### src/rtl/serial_chunk_adder.sv
// serial_chunk_adder: adds CHUNK bits per cycle; optional subtract via SERIAL_CHUNK_ADDER_SUB_EN
module serial_chunk_adder #(
  parameter int WIDTH = 16,
  parameter int CHUNK = 4
) (
  input  logic             clk,
  input  logic             rst,
  input  logic             in_valid,
  output logic             in_ready,
  input  logic [WIDTH-1:0] a,
  input  logic [WIDTH-1:0] b,
  input  logic             cin,
`ifdef SERIAL_CHUNK_ADDER_SUB_EN
  input  logic             sub,
`endif
  output logic             out_valid,
  input  logic             out_ready,
  output logic [WIDTH-1:0] sum,
  output logic             cout,
  output logic             ovf
);
  localparam int N  = WIDTH / CHUNK;
  localparam int CW = (N > 1) ? $clog2(N) : 1;
  localparam logic [1:0] IDLE = 2'd0;
  localparam logic [1:0] RUN  = 2'd1;
  localparam logic [1:0] DONE = 2'd2;
  logic [1:0]             r_state;
  logic [CW-1:0]          r_cnt;
  logic [WIDTH-1:0]       r_a, r_b, r_sum;
  logic                   r_c, r_a_msb, r_b_msb;
  logic                   w_sub;
  logic                   w_last;
  logic [CHUNK:0]         w_chunk;
  logic [WIDTH+CHUNK-1:0] w_cat;
  logic [WIDTH-1:0]       w_sum_next;
`ifdef SERIAL_CHUNK_ADDER_SUB_EN
  assign w_sub = sub;
`else
  assign w_sub = 1'b0;
`endif
  // Low chunk of the shifting operands plus running carry; the new chunk enters the sum from the top
  always_comb begin
    w_chunk    = {1'b0, r_a[CHUNK-1:0]} + {1'b0, r_b[CHUNK-1:0]} + (CHUNK+1)'(r_c);
    w_cat      = {w_chunk[CHUNK-1:0], r_sum};
    w_sum_next = WIDTH'(w_cat >> CHUNK);
    w_last     = (r_cnt == CW'(N - 1));
  end
  // Carry into the MSB is recovered from the MSB sum bit and the latched operand MSBs
  always_comb begin
    in_ready  = (r_state == IDLE);
    out_valid = (r_state == DONE);
    sum       = out_valid ? r_sum : '0;
    cout      = out_valid & r_c;
    ovf       = out_valid & (r_a_msb ^ r_b_msb ^ r_sum[WIDTH-1] ^ r_c);
  end
  // Accept operands, ripple one chunk per RUN cycle, hold the result until consumed
  always_ff @(posedge clk or posedge rst) begin
    if (rst) begin
      r_state <= IDLE;
      r_cnt   <= '0;
      r_a     <= '0;
      r_b     <= '0;
      r_sum   <= '0;
      r_c     <= 1'b0;
      r_a_msb <= 1'b0;
      r_b_msb <= 1'b0;
    end else if (r_state == IDLE) begin
      if (in_valid) begin
        r_a     <= a;
        r_b     <= w_sub ? ~b : b;
        r_c     <= w_sub ? 1'b1 : cin;
        r_a_msb <= a[WIDTH-1];
        r_b_msb <= w_sub ? ~b[WIDTH-1] : b[WIDTH-1];
        r_cnt   <= '0;
        r_state <= RUN;
      end
    end else if (r_state == RUN) begin
      r_a     <= r_a >> CHUNK;
      r_b     <= r_b >> CHUNK;
      r_sum   <= w_sum_next;
      r_c     <= w_chunk[CHUNK];
      r_cnt   <= w_last ? '0 : r_cnt + 1'b1;
      r_state <= w_last ? DONE : RUN;
    end else begin
      if (out_ready) r_state <= IDLE;
    end
  end
endmodule

### config.mk
export PLATFORM = sky130hd
export DESIGN_NAME = serial_chunk_adder
export DESIGN_NICKNAME = d
export VERILOG_FILES = /design/src/rtl/serial_chunk_adder.sv
export SDC_FILE = /design/constraint.sdc
export NUM_CORES = 1
export LEC_CHECK = 0
export ABC_CLOCK_PERIOD_IN_PS = 2400
export BUFFER_PORTS_ARGS = -buffer_cell sky130_fd_sc_hd__buf_2
export CORE_AREA = 2 2 98 100
export DETAILED_ROUTE_END_ITERATION = 16
export DIE_AREA = 0 0 100 102
export GPL_ROUTABILITY_DRIVEN = 0
export GPL_TIMING_DRIVEN = 1
export PLACE_DENSITY = 0.47
export SYNTH_ARGS = -nofsm -noshare
export SYNTH_HDL_FRONTEND = slang
export SYNTH_SLANG_ARGS = --single-unit
### constraint.sdc
create_clock -name clk -period 2.4 [get_ports clk]
set_input_delay 0.48 -clock clk [delete_from_list [all_inputs] [get_ports clk]]
set_output_delay 0.48 -clock clk [all_outputs]
set_load 0.03 [all_outputs]
==> metrics.txt, run 1 <==
# TYPE chip_impl_metric gauge
chip_impl_metric{name="std_cell_rows",unit=""} 35
chip_impl_info{name="cts_tree",value="done"} 1
chip_impl_metric{name="grt_start_max_net_pins",unit=""} 34
chip_impl_info{name="synth_ff_type",value="sky130_fd_sc_hd__dfrtp_1"} 1
chip_impl_metric{name="number_of_enable_type_register_cells_in_the_synthesized_netlist",unit=""} 0
chip_impl_metric{name="post_cts_resize_count",unit=""} 0
chip_impl_metric{name="comb_power_share",unit="%"} 46.8
chip_impl_info{name="start_kind",value="flop"} 1
chip_impl_metric{name="clkPwrFrac",unit="%"} 13.3
chip_impl_metric{name="pins_over_slew_limit",unit=""} 0
chip_impl_metric{name="remaining_max_slew_budget_at_the_tightest_pin",unit="%"} 62.24
chip_impl_metric{name="antenna_violations_before_repair",unit=""} 0
chip_impl_info{name="cp-end-kind",value="output pin"} 1
chip_impl_metric{name="required",unit="ns"} 1.92
chip_impl_metric{name="power_switching_share",unit="%"} 41.52
chip_impl_metric{name="path_max_fanout",unit=""} 17
chip_impl_metric{name="grt_pass1_vias",unit=""} 1901
chip_impl_metric{name="avgViaCountPerCell",unit=""} 4.416
chip_impl_metric{name="route.vias.total",unit=""} 1912
chip_impl_info{name="root_buffer",value="sky130_fd_sc_hd__clkbuf_8"} 1
chip_impl_metric{name="die_x",unit="µm"} 100
chip_impl_metric{name="worst-r2r-setup-slack",unit="ns"} 0.61
chip_impl_info{name="grt_setup_unrepaired",value="no"} 1
chip_impl_metric{name="setup_slack",unit="ns"} 0.2018
chip_impl_info{name="synth.largest_area_cell",value="sky130_fd_sc_hd__dfrtp_1"} 1
chip_impl_metric{name="clock_latency",unit="ns"} 0.31
chip_impl_metric{name="postCtsSetupRepairBufs",unit=""} 0
chip_impl_metric{name="post_synthesis_net_count",unit=""} 310
chip_impl_metric{name="design.die.area",unit="µm²"} 10200
chip_impl_metric{name="setup_viol",unit=""} 0
chip_impl_info{name="outcome",value="finished clean"} 1
chip_impl_metric{name="cts_hold_buffers",unit=""} 0
chip_impl_metric{name="synthesis.area_per_instance",unit="µm²"} 10.08
chip_impl_metric{name="drt-initial-drc-count",unit=""} 64
chip_impl_metric{name="portBuffers",unit=""} 56
chip_impl_info{name="worst-setup-path-type",value="flop to output pin"} 1
chip_impl_metric{name="sequential_area_share_after_synthesis",unit="%"} 51.16
chip_impl_metric{name="cts-buffers-inserted",unit=""} 5
chip_impl_metric{name="synth_top_area_share",unit="%"} 51.16
chip_impl_metric{name="post_route_cells_drive_above_1_share",unit="%"} 23.60
chip_impl_metric{name="diodes",unit=""} 0
chip_impl_metric{name="track_usage",unit="%"} 11.41
chip_impl_metric{name="floorplan.initialDensity",unit="%"} 29.53
chip_impl_metric{name="route.final.wire_length",unit="µm"} 5456
chip_impl_metric{name="final_cell_count_no_fill",unit=""} 433
chip_impl_metric{name="area_delta_synth_final",unit="%"} 17.81
chip_impl_metric{name="fin_nets",unit=""} 364
chip_impl_metric{name="utilization",unit="%"} 34.79
chip_impl_metric{name="clock_sinks",unit=""} 55
chip_impl_metric{name="post-route-drc-count",unit=""} 0
chip_impl_metric{name="first_pass_iters",unit=""} 4
chip_impl_metric{name="design.core.area",unit="µm²"} 9109
chip_impl_metric{name="number_of_cell_instances_on_the_worst_register_to_register_path",unit=""} 3
chip_impl_metric{name="die_height",unit="µm"} 102
chip_impl_metric{name="power.share.sequential",unit="%"} 40.0
chip_impl_info{name="min-delay-path-class",value="input port to async pin"} 1
chip_impl_metric{name="final_hold_viol_count",unit=""} 0
chip_impl_metric{name="fin_tns_setup",unit="ns"} 0
chip_impl_metric{name="power.leakage",unit="µW"} 0.001549
chip_impl_metric{name="global_route.overflow_total",unit=""} 0
chip_impl_metric{name="synth.yosys.warnings",unit=""} 0
chip_impl_metric{name="cellPowerDensity",unit="nW/µm²"} 1291
chip_impl_metric{name="worst_clock_skew",unit="ns"} 0.01519
chip_impl_info{name="r2r-end",value="r_sum[15]"} 1
chip_impl_metric{name="fillerInstances",unit=""} 991
chip_impl_metric{name="dp.cells",unit=""} 425
chip_impl_metric{name="synth-seq-cells",unit=""} 55
chip_impl_metric{name="internal_power",unit="µW"} 2392
chip_impl_metric{name="switching_power",unit="µW"} 1699
chip_impl_metric{name="max_freq",unit="GHz"} 0.4549
chip_impl_metric{name="hpwlAfterDp",unit="µm"} 3962
chip_impl_metric{name="netlist_area_before_placement",unit="µm²"} 2690
chip_impl_metric{name="timing_worst_slew_pin_value",unit="ns"} 0.5664
chip_impl_metric{name="design.portCount",unit=""} 57
chip_impl_metric{name="vdd_ir_drop_max",unit="mV"} 0.4263
chip_impl_metric{name="post_drt_wl_per_cell",unit="µm"} 12.60
chip_impl_metric{name="postSynth.asyncResetShare",unit="%"} 100.0
chip_impl_metric{name="cp_data_arrival_time",unit="ns"} 1.72
chip_impl_metric{name="grt_pass1_wl",unit="µm"} 9232
chip_impl_info{name="critical_path.reg2reg.startpoint",value="r_state[0]"} 1
chip_impl_info{name="netlist_top_cells_area",value="sky130_fd_sc_hd__dfrtp_1, sky130_fd_sc_hd__nand2_1, sky130_fd_sc_hd__mux2i_1"} 1
chip_impl_metric{name="post_synth_inst_count",unit=""} 267
chip_impl_metric{name="period_needed",unit="ns"} 2.198
chip_impl_metric{name="cts-htree-levels",unit=""} 2
chip_impl_metric{name="netlist-cell-type-count",unit=""} 33
chip_impl_metric{name="period_share",unit="%"} 91.59
chip_impl_metric{name="clkSlewWorstSetupHoldPaths",unit="ns"} 0.10
chip_impl_metric{name="clock_path_buffers",unit=""} 2
chip_impl_metric{name="cap_viol_max_count",unit=""} 0
chip_impl_metric{name="pre_cts_slack",unit="ns"} 0.5224
chip_impl_metric{name="route.antenna.remaining_nets",unit=""} 0
## area by class of cell
type	count	area, µm²	share of cell area, %
Tap cell	111	138.9	4.382
Clock buffer	7	86.33	2.724
Sequential cell	55	1376	43.43
Timing Repair Buffer	63	345.3	10.90
Clock inverter	1	8.758	0.2764
Multi-Input combinational cell	186	1176	37.11
Inverter	10	37.54	1.184
## cell families after synthesis
kind of cell | after synthesis | synth area share, %
adders and majority gates | 6 | 3.349
xor gates and xnor gates | 4 | 1.303
muxes | 28 | 10.56
DFF | 55 | 51.16
AOI/OAI and AO/OA | 46 | 10.23
and+or+nand+nor | 102 | 18.00
buffers and inverters | 26 | 5.395
## stage by stage
step | power, µW | instance area (µm²) | hold slack [ns]
3_3_place_gp | 3576 | 3074 | 0.4553
3_5_place_dp | 3609 | 3074 | 0.4598
6_report | 4091 | 3169 | 0.1928
4_1_cts | 4168 | 3169 | 0.2167
2_1_floorplan | 3198 | 2690 | 0.4374
5_1_grt | 4484 | 3169 | 0.2412
## worst max path at each step
stage                    start      end  cells past startpoint
floorplan                  rst   r_a[0]                      1
global placement    r_state[1]   sum[2]                      4
detailed placement  r_state[1]  sum[15]                      4
CTS                 r_state[1]  sum[15]                      4
global route        r_state[1]  sum[11]                      4
finish              r_state[1]  sum[15]                      4
## cells in the mapped netlist (5+ instances only)
library cell,n
sky130_fd_sc_hd__inv_1,9
sky130_fd_sc_hd__o21ai_1,26
sky130_fd_sc_hd__nand2_1,67
sky130_fd_sc_hd__mux2i_1,25
sky130_fd_sc_hd__dfrtp_1,55
sky130_fd_sc_hd__a22o_1,7
sky130_fd_sc_hd__and2_1,17
sky130_fd_sc_hd__nor2b_1,5
sky130_fd_sc_hd__buf_2,5
## worst max-delay path: stages (launching register included)
cell and delay (ns):
sky130_fd_sc_hd__dfrtp_1 0.63, sky130_fd_sc_hd__inv_2 0.13, sky130_fd_sc_hd__nor2_4 0.28, sky130_fd_sc_hd__and2_1 0.18, sky130_fd_sc_hd__buf_2 0.19
## routing by layer
metal	up-vias	track usage, %	wire (µm)
met5	-	0	0
met1	863	16.00	2775
li1	996	-	-
met2	46	17.72	2368
met4	0	3.477	68
met3	7	2.599	244
## power by group through the flow
| stage | Clock (µW) | Sequential (µW) | Combinational, µW |
|---|---|---|---|
| floorplan | 0 | 1520 | 1670 |
| global placement | 0 | 1650 | 1920 |
| detailed placement | 0 | 1660 | 1950 |
| CTS | 564 | 1640 | 1960 |
| global route | 608 | 1700 | 2180 |
| finish | 543 | 1630 | 1910 |
## layout by cell type (no fill, tap or decap), types with 3 or more instances in the layout
master	synthesis	layout
sky130_fd_sc_hd__a21oi_1	3	3
sky130_fd_sc_hd__a22o_1	7	7
sky130_fd_sc_hd__and2_1	17	17
sky130_fd_sc_hd__buf_2	5	56
sky130_fd_sc_hd__buf_4	3	6
sky130_fd_sc_hd__clkbuf_8	0	6
sky130_fd_sc_hd__dfrtp_1	55	55
sky130_fd_sc_hd__ha_1	4	4
sky130_fd_sc_hd__inv_1	9	8
sky130_fd_sc_hd__mux2i_1	25	25
sky130_fd_sc_hd__nand2_1	67	67
sky130_fd_sc_hd__nor2b_1	5	5
sky130_fd_sc_hd__nor3_1	4	4
sky130_fd_sc_hd__o21ai_0	4	4
sky130_fd_sc_hd__o21ai_1	26	26
sky130_fd_sc_hd__xnor2_1	3	3
## sequential cells by signal, summed over array words and instances, names as in the netlist
signal and count:
r_state 2, r_cnt 2, r_b 16, r_b_msb 1
r_a 16, r_c 1, r_sum 16, r_a_msb 1
Note: power is estimated with default switching activity, not from simulation.
==> run 2, diff against run 1 <==
==> constraint.sdc (replaced) <==
create_clock -name clk -period 2.4 [get_ports clk]
set_input_delay 0.12 -clock clk [delete_from_list [all_inputs] [get_ports clk]]
set_output_delay 0.12 -clock clk [all_outputs]
set_load 0.03 [all_outputs]
==> run 2 against run 1 <==
Net effect:
- worst hold slack worse by 0.17 ns
- die area unchanged
- fmax up 18%
- sequential share of layout area down 0.086 points
- clock power down 1%
- count of clock-buffer cells in the layout down 2
- sequential power about the same
- critical path depth unchanged
==> metrics.txt, run 2 (same netlist as run 1, synthesis figures left out) <==
# TYPE chip_impl_metric gauge
chip_impl_info{name="outcome",value="finished clean"} 1
chip_impl_metric{name="path_max_fanout",unit=""} 17
chip_impl_metric{name="portBuffers",unit=""} 56
chip_impl_metric{name="hpwlAfterDp",unit="µm"} 4041
chip_impl_info{name="worst-setup-path-type",value="flop to output pin"} 1
chip_impl_metric{name="clock_path_buffers",unit=""} 2
chip_impl_info{name="start_kind",value="flop"} 1
chip_impl_info{name="grt_setup_unrepaired",value="no"} 1
chip_impl_metric{name="floorplan.initialDensity",unit="%"} 29.53
chip_impl_metric{name="cts_hold_buffers",unit=""} 2
chip_impl_metric{name="power.leakage",unit="µW"} 0.001549
chip_impl_info{name="r2r-end",value="r_c"} 1
chip_impl_metric{name="cap_viol_max_count",unit=""} 0
chip_impl_metric{name="setup_slack",unit="ns"} 0.5314
chip_impl_metric{name="post-route-drc-count",unit=""} 0
chip_impl_metric{name="route.antenna.remaining_nets",unit=""} 0
chip_impl_metric{name="drt-initial-drc-count",unit=""} 37
chip_impl_metric{name="die_height",unit="µm"} 102
chip_impl_info{name="cp-end-kind",value="output pin"} 1
chip_impl_info{name="layout.cells.most_common",value="sky130_fd_sc_hd__nand2_1"} 1
chip_impl_metric{name="fin_tns_setup",unit="ns"} 0
chip_impl_metric{name="pre_cts_slack",unit="ns"} 0.7380
chip_impl_metric{name="design.portCount",unit=""} 57
chip_impl_metric{name="route.vias.total",unit=""} 1933
chip_impl_metric{name="hold-path-cell-count",unit=""} 2
chip_impl_metric{name="diodes",unit=""} 0
chip_impl_metric{name="clock_latency",unit="ns"} 0.31
chip_impl_metric{name="clock_sinks",unit=""} 55
chip_impl_info{name="critical_path.reg2reg.startpoint",value="r_c"} 1
chip_impl_metric{name="pins_over_slew_limit",unit=""} 0
chip_impl_info{name="crit_path_cell_trace",value="inv_2, nor2_4, and2_1, buf_2"} 1
chip_impl_metric{name="final_hold_viol_count",unit=""} 0
chip_impl_metric{name="area_delta_synth_final",unit="%"} 18.05
chip_impl_metric{name="period_share",unit="%"} 77.86
chip_impl_metric{name="setup_viol",unit=""} 0
chip_impl_metric{name="avgViaCountPerCell",unit=""} 4.444
chip_impl_metric{name="max_freq",unit="GHz"} 0.5352
chip_impl_metric{name="period_needed",unit="ns"} 1.869
chip_impl_metric{name="design.die.area",unit="µm²"} 10200
chip_impl_metric{name="cts-htree-levels",unit=""} 2
chip_impl_metric{name="grt_pass1_vias",unit=""} 1971
chip_impl_metric{name="critPathMaxStageDelay",unit="ns"} 0.65
chip_impl_info{name="holdPathEnd",value="r_a[14]"} 1
chip_impl_info{name="root_buffer",value="sky130_fd_sc_hd__clkbuf_8"} 1
chip_impl_metric{name="clkSlewWorstSetupHoldPaths",unit="ns"} 0.11
chip_impl_metric{name="grt_start_max_net_pins",unit=""} 39
chip_impl_info{name="most-common-layout-cells",value="sky130_fd_sc_hd__nand2_1, sky130_fd_sc_hd__buf_2, sky130_fd_sc_hd__dfrtp_1"} 1
chip_impl_metric{name="first_pass_iters",unit=""} 4
chip_impl_metric{name="cp.buffers_inverters",unit=""} 2
chip_impl_metric{name="post_route_cells_drive_above_1_share",unit="%"} 23.77
chip_impl_metric{name="grt_pass1_wl",unit="µm"} 9735
chip_impl_metric{name="postCtsSetupRepairBufs",unit=""} 0
chip_impl_metric{name="route.final.wire_length",unit="µm"} 5648
chip_impl_metric{name="worst_clock_skew",unit="ns"} 0.008155
chip_impl_metric{name="std_cell_rows",unit=""} 35
chip_impl_metric{name="antenna_violations_before_repair",unit=""} 0
chip_impl_metric{name="global_route.overflow_total",unit=""} 0
chip_impl_metric{name="cts-buffers-inserted",unit=""} 5
chip_impl_metric{name="post_drt_wl_per_cell",unit="µm"} 12.98
chip_impl_metric{name="fillerInstances",unit=""} 965
chip_impl_info{name="min-delay-path-class",value="input port to flop"} 1
chip_impl_metric{name="design.core.area",unit="µm²"} 9109
chip_impl_metric{name="fin_nets",unit=""} 366
chip_impl_metric{name="required",unit="ns"} 2.28
chip_impl_metric{name="number_of_cell_instances_on_the_worst_register_to_register_path",unit=""} 6
chip_impl_metric{name="remaining_max_slew_budget_at_the_tightest_pin",unit="%"} 45.03
chip_impl_metric{name="cellPowerDensity",unit="nW/µm²"} 1288
chip_impl_info{name="critical_path_s_slowest_cell",value="sky130_fd_sc_hd__dfrtp_1"} 1
chip_impl_metric{name="cp_data_arrival_time",unit="ns"} 1.75
chip_impl_metric{name="vdd_ir_drop_max",unit="mV"} 0.4686
chip_impl_metric{name="worst-r2r-setup-slack",unit="ns"} 0.71
chip_impl_info{name="cts_tree",value="done"} 1
chip_impl_metric{name="timing_worst_slew_pin_value",unit="ns"} 0.8234
chip_impl_info{name="worstHoldStart",value="a[14]"} 1
chip_impl_metric{name="post_cts_resize_count",unit=""} 0
chip_impl_metric{name="final.hold.worst_slack",unit="ns"} 0.02145
chip_impl_info{name="worst_path_dominant_cell_family",value="flip-flops"} 1
chip_impl_metric{name="die_x",unit="µm"} 100
chip_impl_info{name="reg.largest.list",value="r_a: 16 flops, r_b: 16 flops, r_sum: 16 flops"} 1
chip_impl_metric{name="track_usage",unit="%"} 11.85
chip_impl_metric{name="utilization",unit="%"} 34.86
==> run 2: cell types whose count changed in the layout (fill, tap and decap cells not counted) <==
cell,delta
sky130_fd_sc_hd__clkbuf_8,-1
sky130_fd_sc_hd__buf_12,-1
sky130_fd_sc_hd__buf_4,+1
sky130_fd_sc_hd__clkbuf_1,-1
sky130_fd_sc_hd__dlygate4sd3_1,+2
sky130_fd_sc_hd__clkinv_4,+1
sky130_fd_sc_hd__clkinvlp_4,+1
==> run 2: per-stage QoR <==
stage / power, µW / cells / instance area, µm²
after floorplan: 3198 / 267 / 2690
after global placement: 3580 / 425 / 3062
after detailed placement: 3619 / 425 / 3062
after CTS: 4169 / 435 / 3176
after global routing: 4490 / 435 / 3176
final: 4090 / 435 / 3176
==> run 2: worst max-delay path by stage <==
stage                     startpoint        end  slack, ns  depth (start not counted)
after global placement        r_a[0]        r_c       0.76                          6
after global routing      r_state[1]    sum[11]       0.39                          4
after detailed placement      r_a[0]        r_c       0.74                          6
after floorplan               r_a[0]  r_sum[14]       0.82                          5
after CTS                 r_state[1]    sum[13]       0.50                          4
final                     r_state[1]    sum[14]       0.53                          4
==> run 2: cell type report <==
| class | count | area (µm²) | area share (%) |
|---|---|---|---|
| multi-input combinational | 186 | 1176 | 37.04 |
| clock inverter | 3 | 25.02 | 0.7880 |
| clock buffer | 5 | 68.82 | 2.167 |
| sequential | 55 | 1376 | 43.34 |
| inverter | 10 | 37.54 | 1.182 |
| tap | 111 | 138.9 | 4.374 |
| timing repair buffer | 65 | 352.8 | 11.11 |
==> run 2: where the power goes <==
part / internal (µW) / switching [µW]
combinational: 815 / 1100
sequential: 1330 / 306
clock: 210 / 326
==> run 2: worst reg2reg max path, cell delays in order, from the launching register on <==
cell and delay [ns]:
sky130_fd_sc_hd__dfrtp_1 0.38, sky130_fd_sc_hd__inv_1 0.09, sky130_fd_sc_hd__fa_1 0.41, sky130_fd_sc_hd__fa_1 0.42, sky130_fd_sc_hd__nor2b_1 0.12, sky130_fd_sc_hd__o21ai_0 0.09
sky130_fd_sc_hd__a21oi_1 0.13
==> run 2: per-layer routing <==
metal	up-vias	track usage (%)	wire length, µm
li1	997	-	-
met1	889	17.04	2927
met2	43	18.40	2456
met3	4	2.531	226
met4	0	2.845	38
met5	-	0	0
==> run 3, diff against run 2 <==
--- a/config.mk
+++ b/config.mk
@@ -5,7 +5,7 @@
 export SDC_FILE = /design/constraint.sdc
 export NUM_CORES = 1
 export LEC_CHECK = 0
-export ABC_CLOCK_PERIOD_IN_PS = 2400
+export ABC_CLOCK_PERIOD_IN_PS = 1780
 export BUFFER_PORTS_ARGS = -buffer_cell sky130_fd_sc_hd__buf_2
 export CORE_AREA = 2 2 98 100
 export DETAILED_ROUTE_END_ITERATION = 16
==> constraint.sdc (replaced) <==
create_clock -name clk -period 1.78 [get_ports clk]
set_input_delay 0.089 -clock clk [delete_from_list [all_inputs] [get_ports clk]]
set_output_delay 0.089 -clock clk [all_outputs]
set_load 0.03 [all_outputs]
==> run 3 against run 2 <==
Net effect:
- worst hold slack better by 0.021 ns
- sequential power up 34%
- final area up 3.3%
- clock power up 32%
- cell count up 1.6%
- routed wire length down 1.5%
- sequential share of layout area down 1.4 points
- worst setup slack worse by 0.44 ns
- first-iteration DRC count up 46%
- highest routed layer unchanged
- flip-flop and latch count unchanged
- combinational power up 42%
==> metrics.txt, run 3 (same netlist as run 1, synthesis figures left out) <==
# TYPE chip_impl_metric gauge
chip_impl_info{name="outcome",value="finished clean"} 1
chip_impl_info{name="critical_path_s_slowest_cell",value="sky130_fd_sc_hd__dfrtp_1"} 1
chip_impl_metric{name="post_route_cells_drive_above_1_share",unit="%"} 23.87
chip_impl_metric{name="cts-htree-levels",unit=""} 2
chip_impl_info{name="worst-setup-path-type",value="flop to output pin"} 1
chip_impl_metric{name="hpwlAfterDp",unit="µm"} 3905
chip_impl_metric{name="antenna_violations_before_repair",unit=""} 0
chip_impl_metric{name="switching_power",unit="µW"} 2334
chip_impl_info{name="layout.cells.most_common",value="sky130_fd_sc_hd__nand2_1"} 1
chip_impl_metric{name="period_share",unit="%"} 94.86
chip_impl_metric{name="grt_pass1_wl",unit="µm"} 9556
chip_impl_metric{name="global_route.overflow_total",unit=""} 0
chip_impl_metric{name="design.core.area",unit="µm²"} 9109
chip_impl_info{name="min-delay-path-class",value="input port to flop"} 1
chip_impl_info{name="start_kind",value="flop"} 1
chip_impl_metric{name="cellPowerDensity",unit="nW/µm²"} 1716
chip_impl_info{name="cp-end-kind",value="output pin"} 1
chip_impl_metric{name="period_needed",unit="ns"} 1.688
chip_impl_metric{name="final_area",unit="µm²"} 3282
chip_impl_metric{name="route.antenna.remaining_nets",unit=""} 0
chip_impl_metric{name="fillerInstances",unit=""} 973
chip_impl_metric{name="std_cell_rows",unit=""} 35
chip_impl_metric{name="comb_power_share",unit="%"} 48.6
chip_impl_metric{name="drt-initial-drc-count",unit=""} 54
chip_impl_metric{name="worst_clock_skew",unit="ns"} 0.008883
chip_impl_metric{name="cp_data_arrival_time",unit="ns"} 1.60
chip_impl_info{name="crit_path_cell_trace",value="buf_4, nor3_1, buf_2"} 1
chip_impl_metric{name="cap_viol_max_count",unit=""} 0
chip_impl_metric{name="postCtsSetupRepairBufs",unit=""} 0
chip_impl_metric{name="post-route-drc-count",unit=""} 0
chip_impl_metric{name="design.portCount",unit=""} 57
chip_impl_metric{name="remaining_max_slew_budget_at_the_tightest_pin",unit="%"} 64.82
chip_impl_metric{name="final_hold_viol_count",unit=""} 0
chip_impl_metric{name="clock_latency",unit="ns"} 0.31
chip_impl_metric{name="diodes",unit=""} 0
chip_impl_metric{name="first_pass_iters",unit=""} 4
chip_impl_metric{name="clkSlewWorstSetupHoldPaths",unit="ns"} 0.10
chip_impl_metric{name="pins_over_slew_limit",unit=""} 0
chip_impl_metric{name="max_freq",unit="GHz"} 0.5923
chip_impl_metric{name="avgViaCountPerCell",unit=""} 4.371
chip_impl_metric{name="fin_nets",unit=""} 373
chip_impl_metric{name="cts-buffers-inserted",unit=""} 5
chip_impl_metric{name="vdd_ir_drop_max",unit="mV"} 0.6617
chip_impl_metric{name="die_x",unit="µm"} 100
chip_impl_metric{name="floorplan.initialDensity",unit="%"} 29.53
chip_impl_metric{name="grt_start_max_net_pins",unit=""} 34
chip_impl_metric{name="pre_cts_slack",unit="ns"} 0.07719
chip_impl_info{name="cts_tree",value="done"} 1
chip_impl_metric{name="clock_path_buffers",unit=""} 2
chip_impl_metric{name="power_switching_share",unit="%"} 41.46
chip_impl_metric{name="post_drt_wl_per_cell",unit="µm"} 12.58
chip_impl_metric{name="clkPwrFrac",unit="%"} 12.5
chip_impl_metric{name="route.vias.total",unit=""} 1932
chip_impl_metric{name="track_usage",unit="%"} 11.65
chip_impl_metric{name="die_height",unit="µm"} 102
chip_impl_metric{name="fin_tns_setup",unit="ns"} 0
chip_impl_info{name="most-common-layout-cells",value="sky130_fd_sc_hd__nand2_1, sky130_fd_sc_hd__buf_2, sky130_fd_sc_hd__dfrtp_1"} 1
chip_impl_metric{name="area_delta_synth_final",unit="%"} 22.00
chip_impl_metric{name="design.die.area",unit="µm²"} 10200
chip_impl_metric{name="timing_worst_slew_pin_value",unit="ns"} 0.5269
chip_impl_metric{name="grt_pass1_vias",unit=""} 1956
chip_impl_metric{name="detailed_place.area",unit="µm²"} 3107
chip_impl_metric{name="critPathMaxStageDelay",unit="ns"} 0.55
chip_impl_metric{name="dp.cells",unit=""} 426
chip_impl_info{name="root_buffer",value="sky130_fd_sc_hd__clkbuf_8"} 1
chip_impl_info{name="grt_setup_unrepaired",value="no"} 1
chip_impl_metric{name="internal_power",unit="µW"} 3296
chip_impl_metric{name="power.leakage",unit="µW"} 0.001586
chip_impl_metric{name="path_max_fanout",unit=""} 10
chip_impl_info{name="reg.largest.list",value="r_a: 16 flops, r_b: 16 flops, r_sum: 16 flops"} 1
chip_impl_metric{name="required",unit="ns"} 1.69
chip_impl_metric{name="route.final.wire_length",unit="µm"} 5561
chip_impl_metric{name="portBuffers",unit=""} 56
chip_impl_metric{name="power.share.sequential",unit="%"} 38.9
chip_impl_metric{name="setup_slack",unit="ns"} 0.09158
chip_impl_metric{name="clock_sinks",unit=""} 55
chip_impl_metric{name="final_cell_count_no_fill",unit=""} 442
chip_impl_metric{name="setup_viol",unit=""} 0
[run 3: cell count changes in the layout (fill, tap and decap cells not counted)]
cell	before	now
sky130_fd_sc_hd__buf_12	0	3
sky130_fd_sc_hd__fa_1	2	1
sky130_fd_sc_hd__o21ai_1	26	27
sky130_fd_sc_hd__dfrtp_2	0	1
sky130_fd_sc_hd__inv_6	0	1
sky130_fd_sc_hd__clkinv_4	2	0
sky130_fd_sc_hd__fa_2	0	1
sky130_fd_sc_hd__clkbuf_4	0	1
sky130_fd_sc_hd__clkbuf_1	0	1
sky130_fd_sc_hd__buf_4	7	5
sky130_fd_sc_hd__buf_2	56	55
sky130_fd_sc_hd__dlygate4sd3_1	2	8
sky130_fd_sc_hd__dfrtp_1	55	54
sky130_fd_sc_hd__o21ai_0	4	3
[run 3: per-layer routing]
layer  part of all wire (%)  vias up  global-route usage, %  wire length [µm]
met3                    4.7        4                  2.804               259
met2                     43       46                  18.04              2414
met1                     51      871                  16.85              2853
met4                   0.61        0                  2.213                34
li1                       -     1011                      -                 -
met5                      0        -                      0                 0
[run 3: path summary, 6_finish.rpt]
path | start | end | slack [ns] | cells after the start
worst max-delay path | r_state[0] | ovf | 0.09 | 3
worst min-delay path | a[11] | r_a[11] | 0.04 | 3
worst max register to register | r_a[0] | r_c | 0.16 | 6
worst min register to register | r_sum[1] | r_sum[1] | 0.47 | 2
max in group asynchronous | rst | r_c | 0.88 | 4
min in group asynchronous | rst | r_sum[3] | 0.36 | 3
[run 3: repair_timing]
| action | CTS | global route |
|---|---|---|
| setup endpoints to repair | 16 | 3 |
| endpoints found under the hold margin | 28 | 2 |
| hold buffers | 6 | 2 |
| gates cloned | 0 | 0 |
| gates resized for setup | 1 | 3 |
[run 3: area by class of cell]
class	instances	area, µm²	share of cell area, %
sequential	55	1378	41.97
multi-input combinational	186	1179	35.91
timing repair buffer	72	460.4	14.03
tap	111	138.9	4.232
clock buffer	6	72.57	2.211
inverter	10	37.54	1.144
clock inverter	2	16.27	0.4956
[run 3: critical path, delay by kind of cell, from the launching register on]
kind                   cells  cell delay (ns)
DFF                        1             0.55
and+or+nand+nor            1             0.25
buffers and inverters      2             0.49
[run 3: metrics by stage]
stage                     utilization (%)  total power [µW]  hold WS, ns
final                               36.03              5630      0.04269
after global routing                36.03              6186      0.04396
after CTS                           35.76              5729     0.003495
after detailed placement            34.11              4987       0.1676
after global placement              34.11              4940       0.1631
after floorplan                         -              4312       0.1781
[run 3: power groups by stage]
| stage | Combinational [µW] | Clock [µW] | Sequential [µW] |
|---|---|---|---|
| 6_report | 2730 | 704 | 2190 |
| 5_1_grt | 3110 | 798 | 2270 |
| 4_1_cts | 2790 | 741 | 2200 |
| 3_5_place_dp | 2760 | 0 | 2220 |
| 3_3_place_gp | 2720 | 0 | 2220 |
| 2_1_floorplan | 2260 | 0 | 2060 |
